--- src/rtl/fifo_pkg.sv ---
// ============================================================================
// fifo_pkg -- shared defaults and width helpers for the synchronous FIFO.
// Revision: 1.0
// ============================================================================
`default_nettype none

package fifo_pkg;

  localparam int DEFAULT_DATA_WIDTH = 8;
  localparam int DEFAULT_DEPTH      = 8;

  function automatic int ptr_width(input int depth);
    return $clog2(depth);
  endfunction

  // One extra bit so the count can represent the completely full state.
  function automatic int cnt_width(input int depth);
    return $clog2(depth) + 1;
  endfunction

endpackage

`default_nettype wire

--- src/rtl/fifo_mem.sv ---
// ============================================================================
// fifo_mem -- simple dual-port storage, one write port, registered read port.
// Revision: 1.0
// ============================================================================
`default_nettype none

module fifo_mem #(
  parameter int DATA_WIDTH = 8,
  parameter int DEPTH      = 8,
  parameter int ADDR_W     = 3
) (
  input  logic                  clk,
  input  logic                  rst,
  input  logic                  wr_en_i,
  input  logic [ADDR_W-1:0]     wr_addr_i,
  input  logic [DATA_WIDTH-1:0] wr_data_i,
  input  logic                  rd_en_i,
  input  logic [ADDR_W-1:0]     rd_addr_i,
  output logic [DATA_WIDTH-1:0] rd_data_o
);

  logic [DATA_WIDTH-1:0] mem_q [DEPTH];
  logic [DATA_WIDTH-1:0] rd_data_q;

  // Array left without reset so it maps onto block RAM.
  always_ff @(posedge clk) begin
    if (wr_en_i) begin
      mem_q[wr_addr_i] <= wr_data_i;
    end
  end

  // Read-before-write: a same-address read returns the old word.
  always_ff @(posedge clk) begin
    if (rst) begin
      rd_data_q <= '0;
    end else if (rd_en_i) begin
      rd_data_q <= mem_q[rd_addr_i];
    end
  end

  assign rd_data_o = rd_data_q;

endmodule

`default_nettype wire

--- src/rtl/param_sync_fifo.sv ---
// ============================================================================
// param_sync_fifo -- single-clock FIFO with registered count, flags and pulses.
// Revision: 1.0
// ============================================================================
`default_nettype none

module param_sync_fifo
  import fifo_pkg::*;
#(
  parameter int DATA_WIDTH = DEFAULT_DATA_WIDTH,
  parameter int DEPTH      = DEFAULT_DEPTH,
  parameter int AF_LEVEL   = DEPTH - 2,
  parameter int AE_LEVEL   = 2
) (
  input  logic                         clk,
  input  logic                         rst,
  input  logic                         wr_en,
  input  logic [DATA_WIDTH-1:0]        data_in,
  input  logic                         rd_en,
  output logic [DATA_WIDTH-1:0]        data_out,
  output logic                         full,
  output logic                         empty,
  output logic                         almost_full,
  output logic                         almost_empty,
  output logic [$clog2(DEPTH):0]       count,
  output logic                         overflow,
  output logic                         underflow
);

  localparam int PTR_W = ptr_width(DEPTH);
  localparam int CNT_W = cnt_width(DEPTH);

  localparam logic [CNT_W-1:0] C_DEPTH    = CNT_W'(DEPTH);
  localparam logic [CNT_W-1:0] C_AF_LEVEL = CNT_W'(AF_LEVEL);
  localparam logic [CNT_W-1:0] C_AE_LEVEL = CNT_W'(AE_LEVEL);
  localparam logic [CNT_W-1:0] C_CNT_ONE  = CNT_W'(1);
  localparam logic [PTR_W-1:0] C_PTR_ONE  = PTR_W'(1);

  logic [PTR_W-1:0] wr_ptr_q, wr_ptr_d;
  logic [PTR_W-1:0] rd_ptr_q, rd_ptr_d;
  logic [CNT_W-1:0] count_q, count_d;
  logic             full_q, empty_q, almost_full_q, almost_empty_q;
  logic             overflow_q, underflow_q;

  logic             w_rd_acc;
  logic             w_wr_acc;

  // A read frees a slot in the same edge, so a full FIFO still takes a write.
  assign w_rd_acc = rd_en & ~empty_q;
  assign w_wr_acc = wr_en & (~full_q | w_rd_acc);

  always_comb begin
    wr_ptr_d = wr_ptr_q;
    rd_ptr_d = rd_ptr_q;
    count_d  = count_q;
    if (w_wr_acc) begin
      wr_ptr_d = wr_ptr_q + C_PTR_ONE;
    end
    if (w_rd_acc) begin
      rd_ptr_d = rd_ptr_q + C_PTR_ONE;
    end
    case ({w_wr_acc, w_rd_acc})
      2'b10:   count_d = count_q + C_CNT_ONE;
      2'b01:   count_d = count_q - C_CNT_ONE;
      default: count_d = count_q;
    endcase
  end

  // Flags come from the next count so they carry no extra cycle of lag.
  always_ff @(posedge clk) begin
    if (rst) begin
      wr_ptr_q       <= '0;
      rd_ptr_q       <= '0;
      count_q        <= '0;
      full_q         <= 1'b0;
      empty_q        <= 1'b1;
      almost_full_q  <= 1'b0;
      almost_empty_q <= 1'b1;
      overflow_q     <= 1'b0;
      underflow_q    <= 1'b0;
    end else begin
      wr_ptr_q       <= wr_ptr_d;
      rd_ptr_q       <= rd_ptr_d;
      count_q        <= count_d;
      full_q         <= (count_d == C_DEPTH);
      empty_q        <= (count_d == '0);
      almost_full_q  <= (count_d >= C_AF_LEVEL);
      almost_empty_q <= (count_d <= C_AE_LEVEL);
      overflow_q     <= wr_en & ~w_wr_acc;
      underflow_q    <= rd_en & empty_q;
    end
  end

  fifo_mem #(
    .DATA_WIDTH (DATA_WIDTH),
    .DEPTH      (DEPTH),
    .ADDR_W     (PTR_W)
  ) u_mem (
    .clk       (clk),
    .rst       (rst),
    .wr_en_i   (w_wr_acc & ~rst),
    .wr_addr_i (wr_ptr_q),
    .wr_data_i (data_in),
    .rd_en_i   (w_rd_acc & ~rst),
    .rd_addr_i (rd_ptr_q),
    .rd_data_o (data_out)
  );

  assign count        = count_q;
  assign full         = full_q;
  assign empty        = empty_q;
  assign almost_full  = almost_full_q;
  assign almost_empty = almost_empty_q;
  assign overflow     = overflow_q;
  assign underflow    = underflow_q;

endmodule

`default_nettype wire

--- config.mk ---
export PLATFORM = sky130hd
export DESIGN_NAME = param_sync_fifo
export DESIGN_NICKNAME = d
export VERILOG_FILES = /design/src/rtl/fifo_pkg.sv /design/src/rtl/fifo_mem.sv /design/src/rtl/param_sync_fifo.sv
export SDC_FILE = /design/constraint.sdc
export NUM_CORES = 1
export LEC_CHECK = 0
export CAP_MARGIN = 20
export CORE_MARGIN = 3
export CORE_UTILIZATION = 40
export CTS_BUF_LIST = sky130_fd_sc_hd__clkbuf_8
export DETAILED_ROUTE_END_ITERATION = 8
export HOLD_SLACK_MARGIN = 0.08
export RECOVER_POWER = 50
export SLEW_MARGIN = 25
export SYNTH_ARGS = -nofsm -noshare
export SYNTH_HDL_FRONTEND = slang
export SYNTH_SLANG_ARGS = --single-unit
export TNS_END_PERCENT = 50
--- constraint.sdc ---
create_clock -name clk -period 3.65 [get_ports clk]
set_input_delay 1.095 -clock clk [delete_from_list [all_inputs] [get_ports clk]]
set_output_delay 1.095 -clock clk [all_outputs]
set_load 0.005 [all_outputs]
# Yosys cells after proc, flatten, opt, wreduce, memory -nomap -nowiden
# Memories as Yosys holds them, arrays and structs flattened. A register that Yosys moved wholly into a read port is not among the register bits.
# Index checks and enable logic that the tools add are counted.
# classes
n_addsub,4
n_lt_le_gt_ge,2
n_eq_ne,3
mux,3
n_bitwise,11
n_reduce_logical,1
# ops
op,count
case mux 4 bit (2 select lines),1
"adder 3 x 1 -> 3 bit, second input constant",2
AND 1 bit,6
"adder 4 x 1 -> 4 bit, second input constant",1
"== test 4 bit, second input constant",1
">= comparator 4 x 3 -> 1 bit, second input constant",1
"<= comparator 4 x 2 -> 1 bit, second input constant",1
logical NOT 4 bit,1
inverter 1 bit,4
"subtractor 4 x 1 -> 4 bit, second input constant",1
"== test 2 x 1 -> 1 bit, second input constant",1
"== test 2 bit, second input constant",1
2-to-1 mux 1 bit,2
bitwise OR 1 bit,1
# word_totals
reg_bits,16
mem_bits_rw,64
inputBits,12
out_inout_bits,18
wordCells,34
mem_count,1
# memory_table
name,words,width,read_ports,rd_clocked_by_memory_dff,wr,line,rtl
u_mem.mem_q,8,8,1,1,1,fifo_mem.sv:22,logic [DATA_WIDTH-1:0] mem_q [DEPTH];

# Depth between registers and ports, before layout
# Gate-level depths: netlist (run 1).
# depth
depth_word,7
ltp_mapped,11
depth_no_buf,11

# Cells and area by module
# Synthesis (run 1) repeated with hierarchy kept, for this count alone.
# unflattened
cells_unflattened,244
hier_area_um2,3598.5
# by_module_without_submodules
module,instances,cells_each,area_per_inst_um2,seq_area_each_um2
fifo_mem,1,162,2812.7,2082.0
param_sync_fifo,1,82,785.8,320.3

# Least setup slack after synthesis (run 1)
# OpenSTA, ideal clock, no wires.
# synth_path
path_type,input to register
from,input rd_en
to,"register full_q, in the netlist full"
setup_ns,0.073
t_arrival_ns,2.909
required_ns,3.577
path_slack_ns,0.668
path_stages,11
n_path_buf,1
cell_sequence,nand2b_1 > inv_1 > clkbuf_1 > ha_1 > xor2_1 > ha_1 > a21oi_2 > mux2i_1 > xor2_1 > o21a_1 > nor3b_2
# synth_between
elab_chain_len,6
word_cells_on_any_way,7
classes_between,eq/ne: 3; mux: 1; bitwise: 3
# synth_lines
item,line,rtl
"start, declared",param_sync_fifo.sv:19,"input logic rd_en,"
AND 1 bit (*),param_sync_fifo.sv:49,assign w_rd_acc = rd_en & ~empty_q;
via w_rd_acc,param_sync_fifo.sv:45,logic w_rd_acc;
bitwise OR 1 bit,param_sync_fifo.sv:50,assign w_wr_acc = wr_en & (~full_q | w_rd_acc);
AND 1 bit,param_sync_fifo.sv:50,
== test 2 x 1 -> 1 bit or == test 2 bit (tied branches),param_sync_fifo.sv:62,"case ({w_wr_acc, w_rd_acc})"
case mux 4 bit (2 select lines) (*),param_sync_fifo.sv:62,
== test 4 bit (*),param_sync_fifo.sv:85,full_q <= (count_d == C_DEPTH);
"end signal, assigned",param_sync_fifo.sv:85,
"end, declared",param_sync_fifo.sv:42,"logic full_q, empty_q, almost_full_q, almost_empty_q;"
# The timed path passes the listed nets; every way through them passes the cells marked *.
# A chain may end at the register's enable or synchronous reset.

# Worst setup path in the final report (run 1)
# layout_path
from,input rd_en
to,"register full_q, in the netlist full"
# layout_between
elab_chain_len,6
word_cells_on_any_way,7
classes_between,eq/ne: 3; mux: 1; bitwise: 3
# layout_lines
item,line
AND 1 bit (*),param_sync_fifo.sv:49
bitwise OR 1 bit,param_sync_fifo.sv:50
AND 1 bit,param_sync_fifo.sv:50
== test 2 x 1 -> 1 bit or == test 2 bit (tied branches),param_sync_fifo.sv:62
case mux 4 bit (2 select lines) (*),param_sync_fifo.sv:62
== test 4 bit (*),param_sync_fifo.sv:85
# Mark *: on every way between the ends. The rest lies on a longest branch, timed or not.

==> results of run 1 <==
[worst paths after layout]
check,from,end
worst max-delay path,rd_en,full
worst max register to register,empty,full
worst min register to register,empty,underflow
worst min-delay path,empty,underflow
[final cells by class]
cell class,instances,share of cell area
well taps,105,0.0317
inverters,2,0.00181
clock inverters,7,0.0169
repair buffers,43,0.0945
clock buffers,9,0.0299
flip-flops and latches,88,0.580
multi-input cells,112,0.245
[synth_stat cells]
library cell / count / area (µm²)
nand3_1: 3 / 15.0
mux2i_1: 10 / 100
xor2_1: 6 / 52.6
mux4_1: 7 / 184
nand3b_1: 1 / 7.51
o21ai_0: 1 / 5.00
ha_1: 5 / 62.6
nand2b_1: 5 / 31.3
nor2_1: 26 / 97.6
inv_1: 2 / 7.51
buf_2: 3 / 15.0
nor3b_2: 1 / 12.5
or2_0: 1 / 6.26
xor2_2: 1 / 16.3
nand4b_1: 1 / 8.76
xnor2_1: 1 / 8.76
nand2_1: 10 / 37.5
mux4_2: 9 / 203
nor3_1: 3 / 15.0
o21a_1: 1 / 7.51
clkbuf_1: 3 / 11.3
buf_4: 3 / 22.5
nor3b_1: 2 / 15.0
nor2b_1: 1 / 6.26
a211oi_1: 8 / 60.1
a21oi_1: 4 / 20.0
a41o_1: 1 / 10.0
a21oi_2: 1 / 8.76
dfxtp_1: 24 / 480
o21ai_1: 1 / 5.00
buf_6: 2 / 22.5
buf_12: 1 / 20.0
a22oi_2: 1 / 12.5
edfxtp_1: 64 / 1920
a21o_2: 1 / 8.76
[per-stage QoR]
step / utilization / instances
5_1_grt: 0.494 / 366
4_1_cts: 0.495 / 366
3_3_place_gp: 0.472 / 350
2_1_floorplan: - / 214
3_5_place_dp: 0.472 / 350
6_report: 0.494 / 366
[worst min-delay path, delay by kind of cell, from the launching register on]
kind | cells | cell delay, ns
flops | 1 | 0.35
simple gates | 2 | 0.10
[power breakdown]
part / internal (W) / switching [W]
registers: 0.00115 / 0.0000883
clock network: 0.000270 / 0.000382
logic: 0.000283 / 0.000204
total: 0.00170 / 0.000674
[routing by layer]
metal / part of all wire / vias up
li1: - / 898
met1: 0.48 / 905
met2: 0.48 / 33
met3: 0.034 / 4
met4: 0.0084 / 0
met5: 0 / -
[registers in the layout, indices dropped and copies added, names as in the netlist, 3 cells and up]
signal           cells
u_mem.mem_q         64
u_mem.rd_data_o      8
rd_ptr_q             3
wr_ptr_q             3
count                4
[kinds of logic after synthesis]
| logic type | synth area share |
|---|---|
| AO/OA/AOI/OAI | 0.0391 |
| XOR/XNOR | 0.0220 |
| adder cells (fa/ha/maj) | 0.0178 |
| buffers and inverters | 0.0281 |
| flip-flops | 0.683 |
| multiplexers | 0.138 |
| AND/OR/NAND/NOR | 0.0718 |
==> qor.csv, run 1 <==
stage;metric;value;unit
critical_path;worstSetupStartpointType;input pin;
clocking;cts.sinks;88;
timing;max_freq;0.307;GHz
die;die_w;99.8;µm
power_and_ir_drop;p_leak;1.40;nW
placement;gp_congestion;0.679;
clocking;htreeDepth;3;
synth;ys_seq_area_frac;0.683;
drt;vias;1840;
drt;wirelength;6090;µm
power_and_ir_drop;power.density;573;nW/µm²
placement;pre_cts_ws;0.0860;ns
timing;final-setup-viol-count;0;
critical_path;cp_slowest_cell;dlygate4sd3_1;
critical_path;crit_fanout;4;
cells_and_area;fill_cells;736;
timing;fin_ws;0.395;ns
drt;wire_per_inst;16.6;µm
critical_path;cp.arrival;3.54;ns
timing;hold_ws;0.480;ns
clocking;clk_pin_slew;0.10;ns
status;outcome;complete, no violations;
placement;place_hpwl;3950;µm
synth;synth_area;3520;µm²
cells_and_area;final_cell_mix;64 x edfxtp_1, 26 x nor2_1, 24 x dfxtp_1;
grt;overflow;0;
die;start_util;0.420;
drt;antenna_left;0;
critical_path;critPathBufInv;1;
synth;synth_cell_type_count;35;
timing;drv_slew;0;
die;ios;30;
clocking;holdBufCountCts;0;
critical_path;crit_cells;12;
timing;clock_skew;0.0104;ns
clocking;root_buffer;clkbuf_8;
critical_path;cp_top_family;buffers and inverters;
cells_and_area;num_antenna_cells;0;
power_and_ir_drop;peakVddDrop;0.000211;V
placement;portBuffers;29;
synth;synth_cells;214;
timing;post-route-period-util;0.892;
cells_and_area;fin_area;4140;µm²
grt;grt_max_degree;24;
drt;viasPerCell;5.03;
placement;place_area;3950;µm²
clocking;clockBufferDepth;2;
clocking;cts_tree;yes;
timing;final.setup.tns;0;ns
cells_and_area;final_common_cell;edfxtp_1;
die;core_area;8380;µm²
clocking;clock_latency;0.35;ns
grt;grt_pass1_vias;1862;
worst_hold_path;hold_depth;2;
grt;grt_use_met1;0.184;
timing;hold_viol;0;
synth;syn_avg_cell_area;16.4;µm²
timing;slew_headroom;0.302;
timing;rsz0062_at_grt;false;
cells_and_area;drive_gt1_frac;0.165;
timing;tightestPinTransition;1.05;ns
critical_path;required;3.93;ns
clocking;cts_inserted_buffers;9;
critical_path;worst-setup-path-type;in2reg;
drt;first_iter_violations;93;
critical_path;rrSetupSlack;1.26;ns
die;rows;33;
drt;first_pass_iters;4;
synth;synth_seq_cells;88;
clocking;ctsResizeCount;0;
grt;top_usage_layer;met2;
cells_and_area;regArea;2400;µm²
worst_hold_path;min_path_type;reg2reg;
grt;use_met3;0.0375;
critical_path;worstPathCellList;dlygate4sd3_1 -> nand2b_1 -> nand2_1 -> nand2_1 -> ha_1 -> xor2_1 -> ha_1 -> a21oi_2 -> mux2i_1 -> xor2_1 -> o21a_1 -> nor3b_2;
critical_path;endpoint_kind;flop;
critical_path;rr_worst_depth;11;
cells_and_area;fin_nets;273;
power_and_ir_drop;total_power;0.00237;W
grt;grt_pass1_wl;9920;µm
grt;grt_use_total;0.134;
drt;drc;0;
timing;fin_crit;3.25;ns
grt;use_met2;0.208;
synth;yosys_warnings;0;
synth;synth_nets;231;
grt;antenna_found_initial;0;
run;maxCapViolations;0;
cells_and_area;multi_input_area;1020;µm²
cells_and_area;area_growth;17.8;%
critical_path;cpPeakStageDelay;0.55;ns
clocking;cts_setup_buffers;0;
die;die_y;99.8;µm
die;die-area;9960;µm²
(Power assumes the default switching activity.)
==> run 2: changes to the inputs <==
--- a/config.mk
+++ b/config.mk
@@ -7,10 +7,11 @@
 export LEC_CHECK = 0
 export CAP_MARGIN = 20
 export CORE_MARGIN = 3
-export CORE_UTILIZATION = 40
+export CORE_UTILIZATION = 50
 export CTS_BUF_LIST = sky130_fd_sc_hd__clkbuf_8
 export DETAILED_ROUTE_END_ITERATION = 8
 export HOLD_SLACK_MARGIN = 0.08
+export PLACE_DENSITY = 0.7
 export RECOVER_POWER = 50
 export SLEW_MARGIN = 25
 export SYNTH_ARGS = -nofsm -noshare
==> run 2 against run 1 <==
Net effect: non-clock buffer count decreased by 1; register-to-register slack got worse by 0.03 ns; largest power group unchanged; clock skew decreased by 0.0016 ns.
==> qor.csv, run 2 (synthesis gave the netlist of run 1 again) <==
stage;metric;value;unit
critical_path;required;3.95;ns
cells_and_area;drive_gt1_frac;0.165;
die;rows;29;
power_and_ir_drop;p_leak;1.38;nW
timing;hold_viol;0;
clocking;cts_tree;yes;
drt;vias;1834;
placement;place_hpwl;3790;µm
worst_hold_path;holdPathEnd;underflow;
placement;dp.cells;337;
grt;grt_pass1_vias;1836;
clocking;clk_pin_slew;0.09;ns
critical_path;worstPathCellList;dlygate4sd3_1 -> nand2b_1 -> nand2_1 -> nand2_1 -> ha_1 -> xor2_1 -> ha_1 -> a21oi_2 -> mux2i_1 -> xor2_1 -> o21a_1 -> nor3b_2;
critical_path;cp_top_family;buffers and inverters;
critical_path;cp_slowest_cell;dlygate4sd3_1;
worst_hold_path;hold_depth;2;
worst_hold_path;hold_start;empty;
drt;drc;0;
die;start_util;0.536;
die;die_y;89.9;µm
cells_and_area;num_antenna_cells;0;
drt;first_iter_violations;102;
timing;drv_slew;0;
timing;fin_crit;3.27;ns
critical_path;cp.arrival;3.56;ns
cells_and_area;largest_reg_flops;64;
grt;grt_use_total;0.156;
cells_and_area;fin_nets;272;
die;core_area;6570;µm²
run;maxCapViolations;0;
placement;portBuffers;29;
critical_path;worst-setup-path-type;in2reg;
drt;first_pass_iters;4;
clocking;holdBufCountCts;0;
timing;hold_ws;0.477;ns
worst_hold_path;min_path_type;reg2reg;
critical_path;critPathBufInv;1;
grt;antenna_found_initial;0;
placement;gp_congestion;0.743;
critical_path;endpoint_kind;flop;
drt;wirelength;5750;µm
timing;clock_skew;0.00885;ns
clocking;cts_inserted_buffers;9;
clocking;ctsResizeCount;0;
die;die-area;8080;µm²
power_and_ir_drop;peakVddDrop;0.000249;V
clocking;htreeDepth;3;
clocking;cts.sinks;88;
power_and_ir_drop;total_power;0.00235;W
clocking;root_buffer;clkbuf_8;
timing;slew_headroom;0.320;
timing;post-route-period-util;0.896;
clocking;cts_setup_buffers;0;
cells_and_area;final_cell_mix;64 x edfxtp_1, 26 x nor2_1, 23 x dfxtp_1;
critical_path;worstSetupStartpointType;input pin;
critical_path;reg2reg_from;empty;
drt;antenna_left;0;
cells_and_area;top_register;u_mem.mem_q;
cells_and_area;area_growth;17.0;%
critical_path;crit_path_start;rd_en;
die;ios;30;
timing;max_freq;0.306;GHz
clocking;clockBufferDepth;2;
timing;tightestPinTransition;1.02;ns
critical_path;rrSetupSlack;1.23;ns
critical_path;cpPeakStageDelay;0.55;ns
timing;final.setup.tns;0;ns
timing;rsz0062_at_grt;false;
grt;grt_pass1_wl;9500;µm
timing;final-setup-viol-count;0;
cells_and_area;stdcell_count;353;
critical_path;crit_fanout;4;
critical_path;rr_worst_depth;11;
cells_and_area;final_common_cell;edfxtp_1;
grt;grt_max_degree;24;
grt;overflow;0;
status;outcome;complete, no violations;
power_and_ir_drop;power.density;571;nW/µm²
die;die_w;89.9;µm
drt;wire_per_inst;16.3;µm
clocking;clock_latency;0.36;ns
critical_path;reg2reg_to;full;
drt;viasPerCell;5.20;
## run 2: cell count changes in the layout (fill, tap and decap cells not counted)
cell and delta:
dfxtp_1 -1, clkinv_4 +1, clkinvlp_4 +1, dfxtp_2 +1, inv_8 -2, buf_4 -1
## run 2: metrics by stage
step,setup WS [ns],cell area (µm²),util
2_1_floorplan,0.668,3520,-
3_3_place_gp,0.166,3930,0.599
3_5_place_dp,0.0692,3930,0.599
4_1_cts,0.454,4120,0.627
5_1_grt,0.156,4120,0.627
6_report,0.381,4120,0.627
## run 2: how the worst max path moves through the flow
stage	end	slack, ns	cells past startpoint
3_5_place_dp	full	0.07	12
3_3_place_gp	full	0.17	12
6_report	full	0.38	12
5_1_grt	full	0.16	12
4_1_cts	full	0.45	12
2_1_floorplan	full	0.67	11
## run 2: area by class of cell
type / instances / area [µm²]
clock buffers: 9 / 124
clock inverters: 7 / 63.8
fillers: 502 / 2450
inverters: 2 / 7.51
multi-input cells: 112 / 1020
flip-flops and latches: 88 / 2400
well taps: 93 / 116
repair buffers: 42 / 384
## run 2: where the power goes
part	switching, W	leakage, nW	internal [W]	total (W)
sequential	0.0000921	0.775	0.00115	0.00124
combinational	0.000201	0.517	0.000282	0.000483
clock	0.000367	0.0899	0.000261	0.000628
## run 2: routing by layer
metal,part of all wire,GRT usage,vias up,wire length (µm)
met5,0,0,-,0
met3,0.035,0.0384,14,200
met2,0.47,0.232,38,2680
met1,0.47,0.213,878,2720
li1,-,-,904,-
met4,0.027,0.0842,0,156
## run 2: tightest hold or removal path, cell delays in order, from the launching register on
cell	delay (ns)
dfxtp_1	0.35
nand2_1	0.07
nor2_1	0.03
